<file path="config.mk">
export PLATFORM = sky130hd
export DESIGN_NAME = relu_maxpool_stream
export DESIGN_NICKNAME = d
export VERILOG_FILES = /design/src/rtl/relu_maxpool_stream.sv
export SDC_FILE = /design/constraint.sdc
export NUM_CORES = 1
export LEC_CHECK = 0
export BUFFER_PORTS_ARGS = -buffer_cell sky130_fd_sc_hd__buf_2
export CAP_MARGIN = 20
export CORE_AREA = 2 2 173 133
export CTS_CLUSTER_SIZE = 25
export DETAILED_ROUTE_END_ITERATION = 16
export DIE_AREA = 0 0 175 135
export SKIP_CTS_REPAIR_TIMING = 1
export SYNTH_ARGS = -nofsm -noshare
export SYNTH_HDL_FRONTEND = slang
export SYNTH_SLANG_ARGS = --single-unit
</file>
<file path="constraint.sdc">
create_clock -name clk -period 5.9 [get_ports clk]
set_input_delay 1.18 -clock clk [delete_from_list [all_inputs] [get_ports clk]]
set_output_delay 1.18 -clock clk [all_outputs]
set_load 0.05 [all_outputs]
</file>
<file path="src/rtl/relu_maxpool_stream.sv">
// Streaming ReLU followed by 2x2 / stride-2 max-pooling on a row-major conv map.
// Horizontal maxima of even rows wait in a half-row line buffer for their odd-row partner.
module relu_maxpool_stream #(
   parameter int DATA_WIDTH  = 16,
   parameter int IMAGE_SIZE  = 28,
   parameter int KERNEL_SIZE = 5,
   parameter int OUT_SIZE    = IMAGE_SIZE - KERNEL_SIZE + 1
) (
   input  logic                  clk,
   input  logic                  reset,
   input  logic [DATA_WIDTH-1:0] conv_in,
   input  logic                  valid_in,
   output logic [DATA_WIDTH-1:0] pool_out,
   output logic                  valid_out,
   output logic                  frame_done
);

   localparam int CW   = (OUT_SIZE > 2) ? $clog2(OUT_SIZE) : 1;
   localparam int HALF = OUT_SIZE / 2;
   localparam int AW   = (HALF > 1) ? $clog2(HALF) : 1;
   localparam logic [CW-1:0] LAST_IDX = CW'(OUT_SIZE - 1);

   logic [CW-1:0]         col_reg, row_reg;
   logic [DATA_WIDTH-1:0] hold_reg, pool_reg;
   logic                  valid_reg, done_reg;
   logic [DATA_WIDTH-1:0] linebuf [HALF];

   logic [DATA_WIDTH-1:0] relu_val, h_max, lb_rd, v_max;
   logic [AW-1:0]         lb_addr;
   logic                  col_last, row_last;

   // After ReLU every operand is non-negative, so unsigned compares are exact.
   always_comb begin
      relu_val = conv_in[DATA_WIDTH-1] ? '0 : conv_in;
      h_max    = (hold_reg >= relu_val) ? hold_reg : relu_val;
      lb_addr  = AW'(col_reg >> 1);
      lb_rd    = linebuf[lb_addr];
      v_max    = (lb_rd >= h_max) ? lb_rd : h_max;
      col_last = (col_reg == LAST_IDX);
      row_last = (row_reg == LAST_IDX);
   end

   always_ff @(posedge clk) begin
      if (reset) begin
         col_reg   <= '0;
         row_reg   <= '0;
         hold_reg  <= '0;
         pool_reg  <= '0;
         valid_reg <= 1'b0;
         done_reg  <= 1'b0;
      end else begin
         valid_reg <= 1'b0;
         done_reg  <= 1'b0;
         if (valid_in) begin
            if (col_last) begin
               col_reg <= '0;
               row_reg <= row_last ? '0 : row_reg + 1'b1;
            end else begin
               col_reg <= col_reg + 1'b1;
            end
            if (!col_reg[0]) begin
               hold_reg <= relu_val;
            end else if (row_reg[0]) begin
               pool_reg  <= v_max;
               valid_reg <= 1'b1;
               done_reg  <= col_last && row_last;
            end
         end
      end
   end

   // No reset on the line buffer: every entry is written on an even row before
   // the odd row reads it.
   always_ff @(posedge clk) begin
      if (!reset && valid_in && col_reg[0] && !row_reg[0]) begin
         linebuf[lb_addr] <= h_max;
      end
   end

   assign pool_out   = pool_reg;
   assign valid_out  = valid_reg;
   assign frame_done = done_reg;

endmodule
</file>
==> results of run 1 <==
[critical path: cells and delay by family]
| kind | cells | cell delay (ps) |
|---|---|---|
| and+or+nand+nor | 6 | 1870 |
| muxes | 1 | 510 |
| AOI/OAI and AO/OA | 5 | 1260 |
| buffers and inverters | 2 | 270 |
| adders and majority gates | 2 | 630 |
[kinds of logic (layout without fill, tap and decap cells)]
kind of cell	count (synthesis)	after routing	share of synthesized area, %
buf+inv	74	144	3.27
other cells	1	1	0.0387
compound gates	59	59	4.51
simple gates	124	124	6.17
xor+xnor	3	3	0.271
fa+ha+maj	32	32	4.14
flops	226	226	65.3
mux	94	94	16.3
[final cells by class]
| cell class | count | area [sq um] | share of cell area (%) |
|---|---|---|---|
| Tap cell | 294 | 368 | 3.35 |
| Clock inverter | 7 | 62.6 | 0.570 |
| Timing Repair Buffer | 59 | 380 | 3.46 |
| Multi-Input combinational cell | 313 | 3060 | 27.9 |
| Sequential cell | 226 | 6330 | 57.6 |
| Clock buffer | 33 | 613 | 5.58 |
| Inverter | 45 | 169 | 1.54 |
[Yosys cell counts (15+ instances only)]
cell type and n:
nor2_1 23, nand2_1 50, inv_1 45, edfxtp_1 180, mux2i_1 25, dfxtp_1 46, ha_1 32, nor2b_1 15
mux2_2 15, mux4_2 45, a21oi_1 23, clkbuf_1 20
[how the worst max path moves through the flow]
stage / startpoint / endpoint / slack (ps) / cells after the start
finish: conv_in[15] / pool_out[11]$_SDFFE_PP0P_ / 580 / 16
global route: conv_in[15] / pool_out[11]$_SDFFE_PP0P_ / 200 / 16
CTS: conv_in[15] / pool_out[11]$_SDFFE_PP0P_ / 650 / 16
detailed placement: conv_in[15] / pool_out[11]$_SDFFE_PP0P_ / 140 / 16
global placement: conv_in[15] / pool_out[10]$_SDFFE_PP0P_ / 340 / 17
floorplan: conv_in[15] / pool_out[10]$_SDFFE_PP0P_ / 890 / 20
[power breakdown]
| part | leakage, nW | internal [mW] | switching [mW] |
|---|---|---|---|
| Sequential | 2.02 | 1.74 | 0.00803 |
| Clock | 0.325 | 0.764 | 0.569 |
| Combinational | 1.47 | 0.0960 | 0.135 |
| Total | 3.82 | 2.60 | 0.712 |
[metal layers]
| metal | track usage [%] | vias to the layer above | routed length [microns] |
|---|---|---|---|
| met5 | 0 | - | 0 |
| met4 | 3.01 | 0 | 327 |
| met3 | 2.39 | 25 | 953 |
| met2 | 27.8 | 138 | 9570 |
| met1 | 28.0 | 2728 | 9940 |
| li1 | - | 2449 | - |
[stage by stage]
step	util [%]	power, mW	hold WS (ps)	area, sq um
2_1_floorplan	-	1.95	449	9680
3_3_place_gp	47.1	2.00	461	10300
3_5_place_dp	47.1	2.01	460	10300
4_1_cts	50.2	3.34	484	11000
5_1_grt	50.3	3.43	499	11000
6_report	50.3	3.31	484	11000
==> run_results.csv, run 1 <==
group,metric,value,unit
yosys,post_synth_num_cell_types,46,
critical_path,critical_path_arrival,5720,ps
worst_hold_path,whs_endpoint,"hold_reg[0]$_SDFFE_PP0P_",
sta,hold_viol_final,0,
cts,tritoncts,"built",
yosys,synth_area_leaders,"edfxtp_1 (56%), mux4_2 (10%), dfxtp_1 (9.5%)",
floorplanning,ios,37,
sta,tightestPinTransition,757,ps
floorplanning,die_h,135,microns
drt,drtIter0Drc,459,
worst_hold_path,hp-start,"hold_reg[0]$_SDFFE_PP0P_",
yosys,synth_area,0.00968,sq mm
power,power_density,302,mW/mm^2
critical_path,critical_path.reg2reg.endpoint,"pool_out[11]$_SDFFE_PP0P_",
global_routing,grt_max_degree,31,
finish,nFillCells,1824,
critical_path,worstPathRequired,6310,ps
floorplanning,die-area,0.0236,sq mm
cts,cts_buffer_depth,3,
power,peakVddDrop,0.203,mV
critical_path,critPathKind,"primary input to flip-flop",
yosys,yosys.area.top_type,"edfxtp_1",
global_routing,grt_pass1_wl,32300,microns
sta,relSlewSlack,49.4,%
critical_path,startpoint_type,"primary input",
critical_path,reg2regPathDepth,13,
sta,setup-violations-final,0,
critical_path,worstReg2RegStart,"hold_reg[11]$_SDFFE_PP0P_",
yosys,synth-seq-area-share,65.3,%
finish,diodes,0,
yosys,synth-edff-count,180,
yosys,synth-main-ff-cell,"edfxtp_1",
critical_path,r2r_slack,1420,ps
drt,ant_nets,0,
placed_design,pre_cts_ws,143,ps
sta,setup_slack,584,ps
global_routing,gr-total-overflow,0,
floorplanning,dieWidth,175,microns
placed_design,place.port_buffers,35,
sta,rsz0062_at_grt,"no",
global_routing,grt_pass1_vias,5425,
cts,cts_max_level,1,
yosys,synth.net_count,664,
floorplanning,start_util,44.4,%
sta,drv_slew,0,
cts,cts_root_buffer,"clkbuf_16",
drt,drt-total-wl,20800,microns
global_routing,antenna_found_initial,0,
yosys,yosys.area.top_type_share,55.8,%
critical_path,path_cells,"buf_2, nor2b_1, inv_1, ha_1, nand4_1, or2_2, o41ai_1, or3_1, mux2i_1, ha_1, nand4_1, o221ai_1, a41oi_1, o21ai_0, nand2b_1, o221ai_1",
drt,route.detailed.wl_per_inst,21.3,microns
yosys,syn_inst,613,
drt,firstDrtPassIters,4,
placed_design,placed_cells,936,
global_routing,grt_usage,18.1,%
sta,period_needed,5320,ps
cts,clock-sinks,226,
worst_hold_path,whs_path_depth,2,
finish,final_cells,977,
outcome,status,"finished clean",
finish,drive_gt1_share,25.0,%
cts,clk_latency,500,ps
finish,largest_reg_flops,180,
yosys,avgSynthCellArea,15.8,sq um
drt,drc,0,
drt,vias_per_cell,5.47,
yosys,yosysWarnings,0,
power,p_leak,3.82,nW
finish,final_cell_mix,"edfxtp_1 (180), nand2_1 (50), inv_1 (45), mux4_2 (45), dfxtp_1 (45)",
floorplanning,row_count,47,
critical_path,cp_slowest_cell,"or3_1",
floorplanning,core_area,0.0218,sq mm
finish,nNetsFinal,718,
drt,vias,5340,
sta,max_freq,0.188,GHz
finish,syn2layout_area_growth,13.4,%
yosys,yosys_register_bits,226,
sta,fin_tns_setup,0,ps
cts,clk_pin_slew_worst_paths,60,ps
sta,final.period_utilization,90.1,%
critical_path,critPathCaptureType,"flip-flop",
critical_path,cp_slowest_stage_delay,560,ps
worst_hold_path,hp-class,"flip-flop to flip-flop",
finish,layout_commonest_cell,"edfxtp_1",
cts,cts_buffers,22,
critical_path,crit_fanout,15,
yosys,async_reset_ff_share,0,%
sta,fin_skew,10.7,ps
placed_design,dpl.hpwl,13200,microns
flow_run,max_cap_viol_count,0,
placed_design,gp_congestion,0.816,
(Power assumes the default switching activity.)
==> run 2, diff against run 1 <==
--- a/config.mk
+++ b/config.mk
@@ -11,6 +11,7 @@
 export CTS_CLUSTER_SIZE = 25
 export DETAILED_ROUTE_END_ITERATION = 16
 export DIE_AREA = 0 0 175 135
+export RECOVER_POWER = 100
 export SKIP_CTS_REPAIR_TIMING = 1
 export SYNTH_ARGS = -nofsm -noshare
 export SYNTH_HDL_FRONTEND = slang
==> constraint.sdc (replaced) <==
create_clock -name clk -period 5.4 [get_ports clk]
set_input_delay 1.08 -clock clk [delete_from_list [all_inputs] [get_ports clk]]
set_output_delay 1.08 -clock clk [all_outputs]
set_load 0.05 [all_outputs]
==> run 2 against run 1 <==
Against the previous run:
- die area unchanged
- via count decreased by 0.21%
- worst setup slack lost 28 ps
- clock power rose by 16%
- largest power group unchanged
- global-route usage is 0.089 points lower
- sequential share of layout area is 0.48 points higher
- register-to-register slack worse by 130 ps
- clock skew decreased by 1.6 ps
- core utilization down 0.41 points
- first-iteration DRC count is 3.7% lower
==> run_results.csv, run 2 (synthesis gave the netlist of run 1 again) <==
group,metric,value,unit
power,peakVddDrop,0.267,mV
sta,setup-violations-final,0,
drt,firstDrtPassIters,5,
sta,relSlewSlack,5.46,%
finish,final_cell_mix,"edfxtp_1 (180), nand2_1 (50), inv_1 (47)",
power,p_comb_share,6.3,%
critical_path,critical_path_arrival,5200,ps
floorplanning,row_count,47,
floorplanning,dieWidth,175,microns
sta,setup_slack,555,ps
critical_path,critPathCaptureType,"flip-flop",
finish,layout_commonest_cell,"edfxtp_1",
placed_design,place.port_buffers,35,
critical_path,crit_fanout,15,
cts,clock-sinks,226,
placed_design,pre_cts_ws,-50.1,ps
drt,routedLengthMet1,9850,microns
global_routing,grt_pass1_vias,5385,
global_routing,gr-total-overflow,0,
sta,drv_slew,0,
floorplanning,start_util,44.4,%
power,intPower,2.91,mW
worst_hold_path,hp-class,"flip-flop to flip-flop",
global_routing,grt_max_degree,31,
drt,vias,5329,
drt,drc,0,
placed_design,dpl.hpwl,13200,microns
critical_path,worstPathRequired,5760,ps
global_routing,antenna_found_initial,0,
sta,rsz0062_at_grt,"no",
sta,fin_skew,9.09,ps
sta,hold_viol_final,0,
finish,drive_gt1_share,19.6,%
cts,cts_max_level,1,
outcome,status,"finished clean",
power,switching_share,21.2,%
floorplanning,ios,37,
cts,clk_pin_slew_worst_paths,60,ps
sta,tightestPinTransition,1420,ps
cts,tritoncts,"built",
drt,ant_nets,0,
finish,final_cells,976,
cts,cts_buffers,22,
drt,met3_length,1070,microns
power,seq_power_share,51.9,%
placed_design,placed_cells,936,
drt,route.detailed.wl_per_inst,21.3,microns
drt,wl_met2,9570,microns
sta,period_needed,4840,ps
power,p_switching,783,uW
sta,max_freq,0.206,GHz
floorplanning,die_h,135,microns
critical_path,critPathKind,"primary input to flip-flop",
sta,final.period_utilization,89.7,%
global_routing,grt_usage,18.0,%
drt,vias_per_cell,5.46,
drt,top_layer_used,"met4",
finish,syn2layout_area_growth,12.5,%
flow_run,max_cap_viol_count,0,
critical_path,startpoint_type,"primary input",
cts,cts_root_buffer,"clkbuf_16",
power,p_leak,3.72,nW
floorplanning,die-area,0.0236,sq mm
drt,drtIter0Drc,442,
drt,drt-total-wl,20800,microns
cts,clk_latency,500,ps
finish,nNetsFinal,717,
placed_design,gp_congestion,0.838,
power,clockPowerShare,41.7,%
power,power_density,339,mW/mm^2
finish,diodes,0,
global_routing,grt_pass1_wl,32100,microns
finish,largest_reg_flops,180,
cts,cts_buffer_depth,3,
floorplanning,core_area,0.0218,sq mm
[run 2: changes by cell type in the layout (fill, tap and decap cells not counted), sizes merged]
cell	change
buf	-33
clkbuf	+28
clkinv	+2
clkinvlp	-1
inv	+3
[run 2: power groups by stage]
stage / sequential [mW] / combinational, mW / clock, mW
final: 1.92 / 0.234 / 1.54
after global placement: 1.95 / 0.236 / 0
after detailed placement: 1.96 / 0.244 / 0
after global routing: 1.92 / 0.261 / 1.63
after floorplan: 1.95 / 0.189 / 0
after CTS: 1.92 / 0.245 / 1.57
[run 2: through the flow]
| stage | hold WS (ps) | total power, mW | TNS, ps | util, % | cell area (sq um) |
|---|---|---|---|---|---|
| detailed placement | 472 | 2.20 | -224 | 47.1 | 10300 |
| global placement | 461 | 2.19 | 0 | 47.1 | 10300 |
| finish | 482 | 3.69 | 0 | 49.9 | 10900 |
| global route | 494 | 3.81 | 0 | 49.9 | 10900 |
| floorplan | 449 | 2.13 | 0 | - | 9680 |
| CTS | 486 | 3.73 | 0 | 50.5 | 11000 |
[run 2: per-layer routing]
layer / track usage (%) / up-vias
li1: - / 2439
met5: 0 / -
met4: 3.19 / 0
met1: 27.5 / 2735
met2: 28.0 / 130
met3: 2.53 / 25
[run 2: worst max-delay path, stage by stage]
cell and delay [ps]:
buf_2 190, nor2b_1 250, inv_1 70, ha_1 300, nand4_1 130, or2_2 310
o41ai_1 360, or3_1 150, buf_4 230, mux2i_1 270, inv_1 230, ha_1 340
nand2b_1 150, a211oi_1 240, o21a_1 180, o21ai_0 100, nand2_1 430, o221ai_1 190
[run 2: worst paths after layout]
| path | slack (ps) | from | to | cells past startpoint |
|---|---|---|---|---|
| hold / removal | 480 | hold_reg[14]$_SDFFE_PP0P_ | hold_reg[14]$_SDFFE_PP0P_ | 2 |
| setup / recovery | 560 | conv_in[15] | pool_out[1]$_SDFFE_PP0P_ | 18 |
| setup reg to reg | 1290 | hold_reg[11]$_SDFFE_PP0P_ | pool_out[1]$_SDFFE_PP0P_ | 15 |
| hold reg to reg | 480 | hold_reg[14]$_SDFFE_PP0P_ | hold_reg[14]$_SDFFE_PP0P_ | 2 |
[run 2: cell type report]
class,count,area [sq um]
Inverter,45,169
Multi-Input combinational cell,313,2990
Tap cell,294,368
Fill cell,1849,10900
Sequential cell,226,6330
Clock buffer,29,659
Clock inverter,11,85.1
Timing Repair Buffer,58,288
==> run 3, diff against run 2 <==
--- a/config.mk
+++ b/config.mk
@@ -13,6 +13,7 @@
 export DIE_AREA = 0 0 175 135
 export RECOVER_POWER = 100
 export SKIP_CTS_REPAIR_TIMING = 1
+export SLEW_MARGIN = 25
 export SYNTH_ARGS = -nofsm -noshare
 export SYNTH_HDL_FRONTEND = slang
 export SYNTH_SLANG_ARGS = --single-unit
==> constraint.sdc (replaced) <==
create_clock -name clk -period 5.4 [get_ports clk]
set_input_delay 0.27 -clock clk [delete_from_list [all_inputs] [get_ports clk]]
set_output_delay 0.27 -clock clk [all_outputs]
set_load 0.05 [all_outputs]
==> run 3 against run 2 <==
Against the previous run:
- register-to-register slack lost 580 ps
- clock skew increased by 3.7 ps
- worst hold slack worse by 320 ps
- die area unchanged
- worst setup slack improved by 150 ps
- via count grew 1.7%
- critical endpoint is now pool_out[10]$_SDFFE_PP0P_
- highest routed layer unchanged
==> run_results.csv, run 3 (synthesis gave the netlist of run 1 again) <==
group,metric,value,unit
outcome,status,"finished clean",
floorplanning,dieWidth,175,microns
global_routing,grt_pass1_vias,5485,
cts,cts_buffer_depth,3,
global_routing,gr-total-overflow,0,
floorplanning,ios,37,
critical_path,cp_slowest_cell,"nand2b_1",
sta,tightestPinTransition,1480,ps
sta,max_freq,0.213,GHz
sta,setup-violations-final,0,
floorplanning,die_h,135,microns
worst_hold_path,whs_path_depth,4,
power,peakVddDrop,0.285,mV
placed_design,place.port_buffers,35,
drt,drtIter0Drc,477,
finish,syn2layout_area_growth,12.4,%
placed_design,dpl.hpwl,13600,microns
global_routing,antenna_found_initial,0,
critical_path,critical_path_arrival,5040,ps
drt,drc,0,
floorplanning,core_area,0.0218,sq mm
sta,drv_slew,0,
critical_path,startpoint_type,"flip-flop",
placed_design,gp_congestion,0.860,
critical_path,crit_top_cell,"ha_1",
floorplanning,start_util,44.4,%
critical_path,critPathCaptureType,"flip-flop",
global_routing,grt_usage,18.2,%
finish,diodes,0,
critical_path,critPathKind,"flip-flop to flip-flop",
drt,vias,5418,
sta,period_needed,4690,ps
flow_run,max_cap_viol_count,0,
power,p_leak,3.69,nW
cts,cts_root_buffer,"clkbuf_16",
drt,ant_nets,0,
placed_design,pre_cts_ws,468,ps
drt,route.detailed.wl_per_inst,21.7,microns
finish,final_cell_mix,"edfxtp_1 (180), nand2_1 (50), inv_1 (45), mux4_2 (45), dfxtp_1 (45)",
sta,final.period_utilization,86.9,%
critical_path,crit_fanout,15,
cts,clk_latency,500,ps
global_routing,grt_pass1_wl,32300,microns
sta,hold_viol_final,0,
critical_path,path_cells,"ha_1, nand4_1, or2_2, o41ai_1, or3_1, clkbuf_1, mux2i_1, ha_1, nand3_1, nor2_1, o2111ai_1, o21ai_0, nand2b_1, o221ai_1",
critical_path,r2r_slack,710,ps
finish,finish.utilization,49.9,%
power,power_density,344,mW/mm^2
critical_path,worstReg2RegStart,"hold_reg[9]$_SDFFE_PP0P_",
drt,vias_per_cell,5.56,
drt,drt-total-wl,21200,microns
finish,nNetsFinal,716,
cts,tritoncts,"built",
drt,firstDrtPassIters,5,
worst_hold_path,whs_endpoint,"hold_reg[11]$_SDFFE_PP0P_",
critical_path,cp_top_family,"simple AND/OR/NAND/NOR gates",
finish,nFillCells,1850,
finish,largest_reg_flops,180,
floorplanning,row_count,47,
sta,setup_slack,705,ps
cts,cts_max_level,1,
sta,relSlewSlack,1.53,%
cts,clock-sinks,226,
critical_path,cp_slowest_stage_delay,590,ps
sta,fin_tns_setup,0,ps
critical_path,path_buf_inv,1,
power,total_power,3.75,mW
sta,rsz0062_at_grt,"no",
critical_path,reg2regPathDepth,14,
sta,fin_skew,12.8,ps
cts,cts_buffers,22,
critical_path,worstPathRequired,5740,ps
finish,drive_gt1_share,19.1,%
worst_hold_path,hp-class,"primary input to flip-flop",
finish,layout_commonest_cell,"edfxtp_1",
floorplanning,die-area,0.0236,sq mm
global_routing,grt_max_degree,29,
cts,clk_pin_slew_worst_paths,70,ps
critical_path,critical_path.reg2reg.endpoint,"pool_out[10]$_SDFFE_PP0P_",
worst_hold_path,hp-start,"conv_in[11]",
## run 3: cell types whose count changed in the layout (fill, tap and decap cells not counted), moves of 2 or more
cell / delta
buf_2: +2
inv_1: -2
nor3_1: +3
o221ai_1: -2
nor3_2: -3
o221ai_2: +2
clkbuf_8: -4
bufinv_16: +3
clkinv_1: +4
## run 3: worst max-delay path by stage
| stage | from | endpoint | slack (ps) | cells past startpoint |
|---|---|---|---|---|
| 4_1_cts | hold_reg[9]$_SDFFE_PP0P_ | pool_out[7]$_SDFFE_PP0P_ | 890 | 13 |
| 3_5_place_dp | conv_in[15] | pool_out[7]$_SDFFE_PP0P_ | 470 | 16 |
| 3_3_place_gp | conv_in[15] | pool_out[9]$_SDFFE_PP0P_ | 630 | 16 |
| 6_report | hold_reg[9]$_SDFFE_PP0P_ | pool_out[10]$_SDFFE_PP0P_ | 710 | 14 |
| 2_1_floorplan | conv_in[15] | pool_out[10]$_SDFFE_PP0P_ | 1300 | 20 |
| 5_1_grt | hold_reg[11]$_SDFFE_PP0P_ | pool_out[11]$_SDFFE_PP0P_ | 370 | 13 |
## run 3: metal layers
layer	vias up	GRT usage (%)	part of all wire, %
met2	158	28.2	45
met5	-	0	0
met4	0	3.33	1.4
li1	2446	-	-
met3	30	2.79	5.2
met1	2784	27.6	48
## run 3: per-stage QoR
stage,cell area (sq um),instances,hold slack (ps)
2_1_floorplan,9680,613,449
3_3_place_gp,10300,935,465
3_5_place_dp,10300,935,476
4_1_cts,11000,975,142
5_1_grt,10900,975,153
6_report,10900,975,157
## run 3: worst reg2reg max path, delay by kind of cell, from the launching register on
| kind | cells | cell delay, ps |
|---|---|---|
| AND/OR/NAND/NOR | 6 | 1770 |
| AO/OA/AOI/OAI | 4 | 980 |
| adder cells (fa/ha/maj) | 2 | 570 |
| buffers and inverters | 1 | 460 |
| multiplexers | 1 | 420 |
| flip-flops | 1 | 340 |
## run 3: layout make-up
type	instances	area, sq um	share of cell area, %
inverter	45	169	1.55
multi-input combinational	313	2990	27.5
clock buffer	25	583	5.36
sequential	226	6330	58.2
tap	294	368	3.38
timing repair buffer	57	270	2.48
clock inverter	15	174	1.60
## run 3: report_power, final
part | internal [mW] | total (mW) | switching [mW]
logic | 0.0933 | 0.231 | 0.137
registers | 1.90 | 1.92 | 0.0142
clock network | 0.966 | 1.60 | 0.632
